$ cat src/rtl/sys_ctrl_pkg.sv
// Shared definitions for the system control block: IO command codes,
// reset-generator state encoding and default identification constants.
package sys_ctrl_pkg;

  // IO command address map
  localparam logic [4:0] IOC_MODULE_VER = 5'd0;
  localparam logic [4:0] IOC_SYSTEM_VER = 5'd1;
  localparam logic [4:0] IOC_MANU_ID    = 5'd2;
  localparam logic [4:0] IOC_ERR_STICKY = 5'd3;
  localparam logic [4:0] IOC_SOFT_RST   = 5'd4;
  localparam logic [4:0] IOC_TX_CLR     = 5'd5;
  localparam logic [4:0] IOC_TX_SET     = 5'd6;
  localparam logic [4:0] IOC_ERR_CLR    = 5'd7;
  localparam logic [4:0] IOC_IRQ_MASK   = 5'd8;
  localparam logic [4:0] IOC_TX_STATE   = 5'd9;

  // Default identification constants
  localparam logic [7:0] DEF_MODULE_VER = 8'h02;
  localparam logic [7:0] DEF_SYSTEM_VER = 8'h01;
  localparam logic [7:0] DEF_MANU_ID    = 8'h01;

  // Width of the pulse/holdoff counter (covers RST_LEN up to 255)
  localparam int RST_CNT_W = 8;

  // Soft-reset generator states
  typedef enum logic [1:0] {
    RST_IDLE    = 2'd0,
    RST_PULSE   = 2'd1,
    RST_HOLDOFF = 2'd2
  } rst_state_e;

endpackage

$ cat src/rtl/sys_ctrl_rst_gen.sv
// Soft-reset pulse generator: a fixed-length pulse followed by a holdoff
// window in which further start requests are dropped. Comes out of the
// hardware reset already pulsing so the rest of the FPGA gets a power-on pulse.
module sys_ctrl_rst_gen
  import sys_ctrl_pkg::*;
#(
  parameter int RST_LEN     = 16,
  parameter int HOLDOFF_LEN = 4
) (
  input  logic i_sys_clk,
  input  logic i_rst_b,
  input  logic i_start,
  output logic o_soft_reset
);

  localparam logic [RST_CNT_W-1:0] RST_LAST  = RST_CNT_W'(RST_LEN - 1);
  localparam logic [RST_CNT_W-1:0] HOLD_LAST = RST_CNT_W'(HOLDOFF_LEN - 1);

  rst_state_e           state;
  rst_state_e           state_nxt;
  logic [RST_CNT_W-1:0] cnt;
  logic [RST_CNT_W-1:0] cnt_nxt;

  // State and counter register; hardware reset restarts the pulse from zero
  always_ff @(posedge i_sys_clk or negedge i_rst_b) begin
    if (!i_rst_b) begin
      state <= RST_PULSE;
      cnt   <= '0;
    end else begin
      state <= state_nxt;
      cnt   <= cnt_nxt;
    end
  end

  // Next-state, counter and pulse output; starts outside IDLE are ignored
  always_comb begin
    state_nxt    = state;
    cnt_nxt      = cnt;
    o_soft_reset = 1'b0;
    case (state)
      RST_IDLE: begin
        if (i_start) begin
          state_nxt = RST_PULSE;
          cnt_nxt   = '0;
        end
      end
      RST_PULSE: begin
        o_soft_reset = 1'b1;
        if (cnt == RST_LAST) begin
          cnt_nxt   = '0;
          state_nxt = (HOLDOFF_LEN == 0) ? RST_IDLE : RST_HOLDOFF;
        end else begin
          cnt_nxt = cnt + 1'b1;
        end
      end
      RST_HOLDOFF: begin
        if (cnt == HOLD_LAST) begin
          cnt_nxt   = '0;
          state_nxt = RST_IDLE;
        end else begin
          cnt_nxt = cnt + 1'b1;
        end
      end
      default: begin
        state_nxt = RST_IDLE;
        cnt_nxt   = '0;
      end
    endcase
  end

endmodule

$ cat src/rtl/sys_ctrl_mc.sv
// System control register block: IO command decode, identification
// registers, per-channel TX/RX state, sticky error flags with interrupt
// mask, and the soft-reset generator. Soft reset does not affect this block.
module sys_ctrl_mc
  import sys_ctrl_pkg::*;
#(
  parameter int         NUM_CH      = 2,
  parameter int         RST_LEN     = 16,
  parameter int         HOLDOFF_LEN = 4,
  parameter int         ERR_W       = 8,
  parameter logic [7:0] MODULE_VER  = DEF_MODULE_VER,
  parameter logic [7:0] SYSTEM_VER  = DEF_SYSTEM_VER,
  parameter logic [7:0] MANU_ID     = DEF_MANU_ID
) (
  input  logic              i_sys_clk,
  input  logic              i_rst_b,
  input  logic [4:0]        i_ioc,
  input  logic [7:0]        i_data_in,
  output logic [7:0]        o_data_out,
  input  logic              i_cs,
  input  logic              i_fetch_cmd,
  input  logic              i_load_cmd,
  output logic              o_soft_reset,
  output logic [NUM_CH-1:0] o_trx_state_tx,
  input  logic [ERR_W-1:0]  i_error_list,
  output logic              o_irq
);

  logic              load_q;
  logic              load_qq;
  logic              fetch_q;
  logic              fetch_qq;
  logic [4:0]        ioc_q;
  logic [7:0]        data_q;
  logic              wr_fire;
  logic              rd_fire;
  logic [NUM_CH-1:0] tx_state;
  logic [ERR_W-1:0]  sticky;
  logic [ERR_W-1:0]  mask;
  logic [ERR_W-1:0]  err_clr;
  logic [7:0]        rd_data;
  logic              rst_start;

  // Sample the strobes, address and data; the second stage gives edge detect
  always_ff @(posedge i_sys_clk or negedge i_rst_b) begin
    if (!i_rst_b) begin
      load_q   <= 1'b0;
      load_qq  <= 1'b0;
      fetch_q  <= 1'b0;
      fetch_qq <= 1'b0;
      ioc_q    <= '0;
      data_q   <= '0;
    end else begin
      load_q   <= i_cs & i_load_cmd;
      load_qq  <= load_q;
      fetch_q  <= i_cs & i_fetch_cmd;
      fetch_qq <= fetch_q;
      ioc_q    <= i_ioc;
      data_q   <= i_data_in;
    end
  end

  // One-shot actions on the rising edge of each sampled strobe
  always_comb begin
    wr_fire   = load_q & ~load_qq;
    rd_fire   = fetch_q & ~fetch_qq;
    rst_start = wr_fire && (ioc_q == IOC_SOFT_RST);
    err_clr   = '0;
    if (wr_fire && (ioc_q == IOC_ERR_CLR)) begin
      err_clr = data_q[ERR_W-1:0];
    end
  end

  // TX/RX channel state: clear and set commands act only on real channels
  always_ff @(posedge i_sys_clk or negedge i_rst_b) begin
    if (!i_rst_b) begin
      tx_state <= '0;
    end else if (wr_fire && (ioc_q == IOC_TX_CLR)) begin
      tx_state <= tx_state & ~data_q[NUM_CH-1:0];
    end else if (wr_fire && (ioc_q == IOC_TX_SET)) begin
      tx_state <= tx_state | data_q[NUM_CH-1:0];
    end
  end

  // Sticky errors: a flag still asserted wins over a same-cycle clear
  always_ff @(posedge i_sys_clk or negedge i_rst_b) begin
    if (!i_rst_b) begin
      sticky <= '0;
    end else begin
      sticky <= (sticky & ~err_clr) | i_error_list;
    end
  end

  // Interrupt mask, all sources enabled out of reset
  always_ff @(posedge i_sys_clk or negedge i_rst_b) begin
    if (!i_rst_b) begin
      mask <= '1;
    end else if (wr_fire && (ioc_q == IOC_IRQ_MASK)) begin
      mask <= data_q[ERR_W-1:0];
    end
  end

  // Interrupt request registered from the current sticky and mask values
  always_ff @(posedge i_sys_clk or negedge i_rst_b) begin
    if (!i_rst_b) begin
      o_irq <= 1'b0;
    end else begin
      o_irq <= |(sticky & mask);
    end
  end

  // Read mux; unmapped addresses read as zero
  always_comb begin
    rd_data = 8'h00;
    case (ioc_q)
      IOC_MODULE_VER: rd_data = MODULE_VER;
      IOC_SYSTEM_VER: rd_data = SYSTEM_VER;
      IOC_MANU_ID:    rd_data = MANU_ID;
      IOC_ERR_STICKY: rd_data = 8'(sticky);
      IOC_IRQ_MASK:   rd_data = 8'(mask);
      IOC_TX_STATE:   rd_data = 8'(tx_state);
      default:        rd_data = 8'h00;
    endcase
  end

  // Read data register, captured alongside any same-cycle write so it sees the old value
  always_ff @(posedge i_sys_clk or negedge i_rst_b) begin
    if (!i_rst_b) begin
      o_data_out <= 8'h00;
    end else if (rd_fire) begin
      o_data_out <= rd_data;
    end
  end

  assign o_trx_state_tx = tx_state;

  sys_ctrl_rst_gen #(
    .RST_LEN    (RST_LEN),
    .HOLDOFF_LEN(HOLDOFF_LEN)
  ) u_rst_gen (
    .i_sys_clk   (i_sys_clk),
    .i_rst_b     (i_rst_b),
    .i_start     (rst_start),
    .o_soft_reset(o_soft_reset)
  );

endmodule

$ cat config.mk
export PLATFORM = sky130hd
export DESIGN_NAME = sys_ctrl_mc
export DESIGN_NICKNAME = d
export VERILOG_FILES = /design/src/rtl/sys_ctrl_pkg.sv /design/src/rtl/sys_ctrl_rst_gen.sv /design/src/rtl/sys_ctrl_mc.sv
export SDC_FILE = /design/constraint.sdc
export NUM_CORES = 1
export LEC_CHECK = 0
export CAP_MARGIN = 10
export CORE_UTILIZATION = 48
export DETAILED_ROUTE_END_ITERATION = 6
export PLACE_DENSITY = 0.75
export SLEW_MARGIN = 20
export SYNTH_ARGS = -nofsm -noshare
export SYNTH_HDL_FRONTEND = slang
export SYNTH_HIERARCHICAL = 1
export SYNTH_SLANG_ARGS = --single-unit
$ cat constraint.sdc
create_clock -name i_sys_clk -period 1.9 [get_ports i_sys_clk]
set_input_delay 0.19 -clock i_sys_clk [delete_from_list [all_inputs] [get_ports i_sys_clk]]
set_output_delay 0.19 -clock i_sys_clk [all_outputs]
set_load 0.01 [all_outputs]
; ---- After elaboration in Yosys (flattened, before gate mapping)
; Cells that the tools add are included.
[op_classes]
add_sub_neg = 1
n_eq_ne = 16
mux = 13
bitwise_logic = 13
n_reduce_logical = 11
[ops]
columns = operator, count
row1 = $pmux W8 S5, 1
row2 = $mux W8, 4
row3 = $pmux W8 S3, 1
row4 = $eq A5 B3 Y1 const B, 4
row5 = $and A8 B8 Y8, 2
row6 = $eq A5 B2 Y1 const B, 2
row7 = $eq A5 B4 Y1 const B, 2
row8 = $mux W2, 5
row9 = $add A8 B1 Y8 const B, 1
row10 = $eq A8 B2 Y1 const B, 1
row11 = $eq A8 B4 Y1 const B, 1
row12 = $not A8 Y8, 1
row13 = $or A8 B8 Y8, 1
row14 = $reduce_or A8 Y1, 1
row15 = $pmux W2 S3, 1
row16 = $eq A5 B1 Y1 const B, 1
row17 = $logic_and A1 B1 Y1, 5
row18 = $logic_not A5 Y1, 1
row19 = $and A1 B1 Y1, 4
row20 = $ne A2 B1 Y1 const B, 2
row21 = $reduce_and A3 Y1, 1
row22 = $and A2 B2 Y2, 1
row23 = $eq A2 B1 Y1 const B, 1
row24 = $eq A2 B2 Y1 const B, 1
row25 = 8 further kinds, 9
[word_totals]
register_bits = 54
inputBits = 26
out_inout_bits = 12
elab_cells = 67

; ---- Longest topological paths before layout
; Gate-level depths: netlist of the first run.
[logic_depth]
ltp_word = 7
ltp_mapped = 7

; ---- By module
; The synthesis of the first run kept the hierarchy.
[modules_own_cells]
columns = module, instances, cells_per_inst, area_per_inst_um2
row1 = sys_ctrl_mc, 1, 145, 1808.0
row2 = sys_ctrl_rst_gen, 1, 63, 615.6

; ---- Least setup slack after synthesis of the first run
; OpenSTA, ideal clock, no wires.
[synth_path]
kind = flip-flop to flip-flop
start = reg ioc_q[2]
end = reg mask[0]
setup_ns = 0.082
t_arrival_ns = 1.990
t_required_ns = 1.818
setup_slack_ns = -0.172
path_stages_with_launch = 6
path_buffers = 2
period_less_slack_ns = 2.072
cell_sequence = dfrtp_1 -> or4b_1 -> buf_2 -> or4b_4 -> buf_6 -> mux2_4
[synth_between]
elab_chain_len = 2
[synth_lines]
columns = item, line_no
row1 = from (decl), sys_ctrl_mc.sv:33  ; logic [4:0] ioc_q;
row2 = from (signal assigned), sys_ctrl_mc.sv:58  ; ioc_q <= i_ioc;
row3 = $eq A5 B4 Y1, sys_ctrl_mc.sv:98  ; end else if (wr_fire && (ioc_q == IOC_IRQ_MASK)) begin
row4 = $logic_and A1 B1 Y1, sys_ctrl_mc.sv:98
row5 = to (signal assigned), sys_ctrl_mc.sv:99  ; mask <= data_q[ERR_W-1:0];
row6 = to (decl), sys_ctrl_mc.sv:39  ; logic [ERR_W-1:0] mask;
; Every way passes these cells.
; A chain may end at the register's enable or synchronous reset.

; ---- Final worst setup path of the first run
[layout_path]
start = reg ioc_q[4]
end = reg mask[5]
; The elaborated chain is that of the path after synthesis.

==> key figures, run 1 <==
Synthesis
  – Yosys top cell by area: dfrtp_1
  – Syn_area_per_cell: 11.65 µm²
  – Post-Syn Area: 2424 µm²
  – #FFs+latches synth: 54
  – Syn nets: 239
  – Distinct cells, synth: 48
  – Post-synth EDFFs: 0
  – Fraction of registers with async set/reset: 100.0%
  – Top post-synthesis cells by area: dfrtp_1, dfstp_2, mux2_4
  – Synthesis Warnings: 6
  – Ys flop type: dfrtp_1
  – Sequential area share after synthesis: 56.22%
  – Yosys top cell area share: 46.46%
  – Synth Instances: 208

STA
  – Clock Skews: 0.006030 ns
  – Fin crit share: 103.0%
  – Final TNS setup: -0.4163 ns
  – Fin worst setup slack: -0.05764 ns
  – Fmax: 0.5108 GHz
  – Post-layout min period: 1.958 ns
  – Relative slew slack: 62.59%
  – Final Slew Violations: 0
  – Least-Margin Pin Slew: 0.5611 ns
  – RSZ-0062 raised after global routing: yes
  – Setup violations, final: 9
  – Final hold viol count: 0

Worst setup path
  – Reg-to-reg startpoint: ioc_q[4]$_DFF_PN0_
  – Crit. Startpoint: ioc_q[4]$_DFF_PN0_
  – R2r endpoint: mask[5]$_DFFE_PN1P_
  – Crit path capture: mask[5]$_DFFE_PN1P_
  – R2r worst-path depth: 3
  – Crit. End Element: flop
  – Cell Chain, Critical Path: or4b_4 -> or4b_4 -> mux2_4
  – Arr. time, crit path: 2.19 ns
  – Slowest-stage cell, CP: or4b_4
  – Startpoint Class: flop
  – CP Max Fanout: 8
  – Critical path type: flop to flop
  – R2R Setup Slk: -0.06 ns
  – CP most frequent cell: or4b_4
  – CP Data Required Time: 2.14 ns
  – Slowest stage delay, CP: 0.61 ns

Global route
  – First-pass GRT wire length: 8045 µm
  – Largest net degree at the start of global routing: 31
  – Antenna violations before repair: 0
  – Grt total ovfl: 0
  – Gr usage total: 20.47%
  – Vias in the first global route: 1715

Place
  – Placed cell areas: 2940 µm²
  – Placed insts: 316
  – Port Buf Inserts: 37
  – Gpl congestion: 0.8210
  – Pre-CTS WS: -0.04969 ns
  – Dpl hpwl: 3407 µm

Layout
  – Nets: 288
  – Area grow syn2layout: 28.50%
  – Fill count: 371
  – Fin cells: 325
  – Diodes inserted: 0
  – Post-route cell area: 3114 µm²
  – Layout cell share with drive strength beyond 1: 20.93%

Routing
  – Drt first pass iters: 4
  – DR WL/cell: 14.56 µm
  – Routed WL: 4733 µm
  – DR iter-0 viols: 132
  – Vias per cell: 5.412
  – DRT antenna net count: 0
  – Drt drc: 0
  – Vias post-DR: 1759

Clock network
  – CTS tree: built
  – Num CTS Buffers: 5
  – Postcts setup bufs: 0
  – Clock Latency Late Sink: 0.30 ns
  – Sink Count: 54
  – Clk root buf: clkbuf_8
  – Clk buf depth: 2
  – # H-tree levels: 2
  – Reg clk slew, reported paths: 0.09 ns

Pwr
  – Static Leak: 1.329 nW
  – Peak VDD IR: 0.0006571 V
  – Pwr dens: 894.0 nW/µm²

Floorplanning
  – Io pins: 38
  – Initial core utilization: 50.64%
  – Die Height: 73.06 µm
  – Row Count: 25
  – Core ar.: 4786 µm²
  – Die ar.: 5337 µm²
  – Die width: 73.06 µm

Worst hold path
  – Hold wc startpoint: i_data_in[6]
  – Hold WC Path Type: primary input to flop

Status
  – Status: finished with violations
  – Failing checks: negative setup slack

Flow run
  – Max Cap Violations: 0
## layout make-up
cell class,instances,area [µm²],share of cell area [%]
sequential,54,1363,43.75
clock inverter,1,8.758,0.2812
timing repair buffer,51,485.5,15.59
multi-input combinational,134,1036,33.27
tap,67,83.83,2.692
clock buffer,7,96.34,3.094
inverter,11,41.29,1.326
## power breakdown
part | leakage (nW) | switching [mW] | internal (mW)
clock | 0.0544 | 0.361 | 0.334
combinational | 0.634 | 0.382 | 0.391
sequential | 0.640 | 0.0611 | 1.26
total | 1.33 | 0.804 | 1.98
## metrics by stage
step                power (mW)  hold slack (ns)  utilization [%]
CTS                      2.777           0.2994            63.92
global route             2.967           0.2912            65.07
finish                   2.784           0.3132            65.07
detailed placement       2.068           0.2135            61.44
floorplan                1.776          -0.1056                -
global placement         2.049           0.2113            61.44
## critical path, delay by kind of cell (launching register included)
family           cells  cell delay [ns]
AND/OR/NAND/NOR      2             1.15
flip-flops           1             0.39
multiplexers         1             0.34
## Yosys cell counts, types with 3 or more instances
library cell,n
dfrtp_1,45
nand3_1,12
nor2_1,12
inv_1,11
nand2_1,11
nand2b_1,10
dfstp_2,9
mux2_4,9
a31oi_1,8
a22o_1,7
clkbuf_1,7
o22ai_1,7
o21ai_0,6
ha_1,5
a22oi_1,4
nor4b_1,3
## metal layers
| metal | wire length (µm) | vias to the layer above | track usage [%] |
|---|---|---|---|
| met5 | 0 | - | 0 |
| met4 | 59 | 0 | 8.061 |
| met3 | 158 | 6 | 4.696 |
| met2 | 2209 | 39 | 31.89 |
| met1 | 2306 | 856 | 27.77 |
| li1 | - | 858 | - |
## registers in the layout, summed over array words and instances, names as in the netlist, named ones only
name / cells
fetch_qq: 1
load_q: 1
o_data_out: 8
o_irq: 1
sticky: 8
mask: 8
load_qq: 1
data_q: 8
ioc_q: 5
fetch_q: 1
u_rst_gen/cnt: 8
u_rst_gen/state: 2
## cells in the final DEF, fill, tap and decap left out, types with 2 or more instances in the layout
master,netlist,layout
dfrtp_1,45,45
clkdlybuf4s50_1,0,36
nor2_1,12,12
nand3_1,12,12
buf_4,0,12
inv_1,11,11
nand2_1,11,10
mux2_4,9,9
nand2b_1,10,9
dfstp_2,9,9
a31oi_1,8,8
o22ai_1,7,7
a22o_1,7,7
clkbuf_8,0,7
o21ai_0,6,6
ha_1,5,5
a22oi_1,4,4
nor4b_1,3,3
nor3_1,2,2
nor4_4,1,2
and2_1,2,2
o31a_1,2,2
o22a_1,2,2
or4b_4,1,2
and3_1,2,2
o21ai_1,2,2
o2bb2ai_1,2,2
## cell families after synthesis
family / after synthesis / share of synthesized area (%)
DFF: 54 / 56.22
muxes: 10 / 5.989
adders and majority gates: 5 / 2.581
and+or+nand+nor: 68 / 16.42
AOI/OAI and AO/OA: 51 / 15.33
buffers and inverters: 20 / 3.459
## what timing repair did
item / in CTS / in global routing
endpoints found under the hold margin: 22 / 0
pin swaps: 0 / 1
resized for setup: 1 / 8
endpoints found under the setup margin: 8 / 11
hold buffers: 1 / 0
## how the worst min path moves through the flow
stage,endpoint,cells after the start
floorplan,asynchronous set/reset pin,0
global placement,u_rst_gen/cnt[2]$_DFFE_PN0P_,1
detailed placement,u_rst_gen/cnt[2]$_DFFE_PN0P_,1
CTS,data_q[0]$_DFF_PN0_,1
global route,data_q[5]$_DFF_PN0_,1
finish,data_q[6]$_DFF_PN0_,1
Note: power is estimated with default switching activity, not from simulation.
==> run 2, diff against run 1 <==
--- a/config.mk
+++ b/config.mk
@@ -5,7 +5,7 @@
 export SDC_FILE = /design/constraint.sdc
 export NUM_CORES = 1
 export LEC_CHECK = 0
-export CAP_MARGIN = 10
+export CAP_MARGIN = 30
 export CORE_UTILIZATION = 48
 export DETAILED_ROUTE_END_ITERATION = 6
 export PLACE_DENSITY = 0.75
==> results of run 2 <==
Same layout as run 1: the final DEF is identical, and so are final timing and power.
==> run 3, diff against run 2 <==
--- a/config.mk
+++ b/config.mk
@@ -6,8 +6,11 @@
 export NUM_CORES = 1
 export LEC_CHECK = 0
 export CAP_MARGIN = 30
+export CORE_ASPECT_RATIO = 1.4
 export CORE_UTILIZATION = 48
+export CTS_CLUSTER_DIAMETER = 30
 export DETAILED_ROUTE_END_ITERATION = 6
+export MAX_ROUTING_LAYER = met4
 export PLACE_DENSITY = 0.75
 export SLEW_MARGIN = 20
 export SYNTH_ARGS = -nofsm -noshare
==> key figures, run 3 (same netlist as run 1, synthesis figures left out) <==
Clock network
  – Sink Count: 54 (unchanged)
  – Clk root buf: clkbuf_8
  – Reg clk slew, reported paths: 0.09 ns (about the same)
  – # H-tree levels: 2 (unchanged)
  – Clock Latency Late Sink: 0.30 ns (about the same)
  – Clk buf depth: 2 (unchanged)
  – Num CTS Buffers: 5 (unchanged)
  – Postcts setup bufs: 0 (unchanged)
  – CTS tree: built

Pwr
  – Pwr dens: 889.1 nW/µm² (-0.55%)
  – Sw power: 776.0 µW (-3.5%)
  – Clock power frac: 23.8% (-1.2 points)
  – Internal power: 1.917 mW (-3.2%)
  – Static Leak: 1.304 nW (-1.9%)
  – Gate power share: 27.4% (-0.3 points)
  – Peak VDD IR: 0.0006653 V (+1.3%)
  – Net Sw Frac: 28.81% (-0.063 points)
  – Register share of total power: 48.8% (+1.5 points)

Worst setup path
  – Crit. Startpoint: ioc_q[4]$_DFF_PN0_
  – CP Max Fanout: 8 (unchanged)
  – Reg-to-reg startpoint: ioc_q[4]$_DFF_PN0_
  – Startpoint Class: flop
  – Arr. time, crit path: 2.17 ns (-0.02 ns)
  – Crit. End Element: flop
  – CP Data Required Time: 2.13 ns (about the same)
  – Critical path type: flop to flop

STA
  – Relative slew slack: 56.26% (-6.3 points)
  – Final hold viol count: 0 (unchanged)
  – Fin worst setup slack: -0.04096 ns (+0.01668 ns)
  – Fin crit share: 102.2% (-0.88 points)
  – Final TNS setup: -0.2847 ns (+0.1316 ns)
  – Setup violations, final: 8 (-1)
  – Final Slew Violations: 0 (unchanged)
  – Clock Skews: 0.004898 ns (-0.001132 ns)
  – Post-layout min period: 1.941 ns (-0.01668 ns)
  – Fmax: 0.5152 GHz (+0.86%)
  – RSZ-0062 raised after global routing: yes
  – Least-Margin Pin Slew: 0.6561 ns (+0.09492 ns)

Routing
  – Drt drc: 0 (unchanged)
  – Met2 wire len: 2367 µm (+7.2%)
  – Vias post-DR: 1754 (-0.28%)
  – DR top layer: met4
  – DR WL/cell: 14.20 µm (-2.5%)
  – Met3 wire len: 166 µm (+5.1%)
  – Routed WL: 4559 µm (-3.7%)
  – Vias per cell: 5.464 (+0.96%)
  – DR iter-0 viols: 64 (-52%)
  – DRT met1 WL: 1979 µm (-14%)
  – DRT antenna net count: 0 (unchanged)
  – Drt first pass iters: 4 (unchanged)

Layout
  – Commonest cells after routing, fill and taps aside: dfrtp_1, clkdlybuf4s50_1, buf_4, nor2_1, nand3_1
  – Diodes inserted: 0 (unchanged)
  – Nets: 287 (-0.35%)
  – Commonest non-fill, non-tap cell in the layout: dfrtp_1
  – Layout cell share with drive strength beyond 1: 18.68% (-2.3 points)
  – Area grow syn2layout: 24.99%
  – Fill count: 392 (+5.7%)

Status
  – Failing checks: negative setup slack
  – Status: finished with violations

Place
  – Dpl hpwl: 3366 µm (-1.2%)
  – Gpl congestion: 0.7860 (-4.3%)
  – Pre-CTS WS: -0.05082 ns (-0.001137 ns)
  – Port Buf Inserts: 37 (unchanged)

Floorplanning
  – Initial core utilization: 50.05% (-0.59 points)
  – Die width: 62.06 µm (-15%)
  – Row Count: 30 (+20%)
  – Core ar.: 4842 µm² (+1.2%)
  – Die Height: 86.08 µm (+18%)
  – Io pins: 38 (unchanged)
  – Die ar.: 5341 µm² (about the same)

Worst hold path
  – Hold WC Path Type: primary input to asynchronous set/reset pin

Global route
  – Antenna violations before repair: 0 (unchanged)
  – Grt total ovfl: 0 (unchanged)
  – Vias in the first global route: 1709 (-0.35%)
  – Largest net degree at the start of global routing: 55 (+77%)
  – Gr usage total: 20.00% (-0.47 points)
  – First-pass GRT wire length: 7603 µm (-5.5%)

Flow run
  – Max Cap Violations: 0 (unchanged)
## run 3: routing by layer
metal	up-vias	GRT usage, %
met2	43	31.82
li1	856	-
met3	4	4.676
met1	851	23.81
met4	0	8.081
met5	-	-
## run 3: power by group through the flow
stage | Sequential, mW | Combinational, mW | Clock, mW
3_5_place_dp | 1.33 | 0.736 | 0
6_report | 1.31 | 0.737 | 0.641
2_1_floorplan | 1.32 | 0.451 | 0
5_1_grt | 1.32 | 0.825 | 0.718
4_1_cts | 1.31 | 0.737 | 0.668
3_3_place_gp | 1.33 | 0.716 | 0
## run 3: final cells by class
type	instances	area (µm²)	area share, %
inverters	11	41.29	1.363
well taps	64	80.08	2.644
flip-flops and latches	54	1363	44.98
clock inverters	1	5.005	0.1652
multi-input cells	134	991.0	32.71
clock buffers	7	86.33	2.850
repair buffers	50	462.9	15.28
## run 3: worst paths after layout
path,cells past startpoint,slack [ns],to
worst max-delay path,3,-0.04,mask[2]$_DFFE_PN1P_
worst min-delay path,2,0.0004,u_rst_gen/state[1]$_DFFE_PN0P_
worst max register to register,3,-0.04,mask[2]$_DFFE_PN1P_
worst min register to register,0,0.38,fetch_qq$_DFF_PN0_
max in group asynchronous,2,1.47,load_qq$_DFF_PN0_
min in group i_sys_clk,1,0.32,data_q[4]$_DFF_PN0_
## run 3: timing repair
action,4_1_cts,5_1_grt
resized for setup,1,2
hold buffers,0,0
setup endpoints to repair,8,14
hold endpoints to repair,0,0
## run 3: worst max-delay path: stages (launching register included)
cell and delay [ns]:
dfrtp_1 0.39, or4b_4 0.54, or4b_4 0.61, mux2_4 0.34
## run 3: through the flow
stage                     hold WS (ns)  cells  total power, mW  instance area [µm²]  util [%]
final                        0.0003662    321            2.693                 3029     62.56
after global routing           0.05441    321            2.867                 3029     62.56
after CTS                      0.02602    321            2.718                 3019     62.35
after detailed placement        0.3596    313            2.070                 2924     60.39
after global placement          0.3475    313            2.045                 2924     60.39
after floorplan                -0.1056    208            1.776                 2434         -
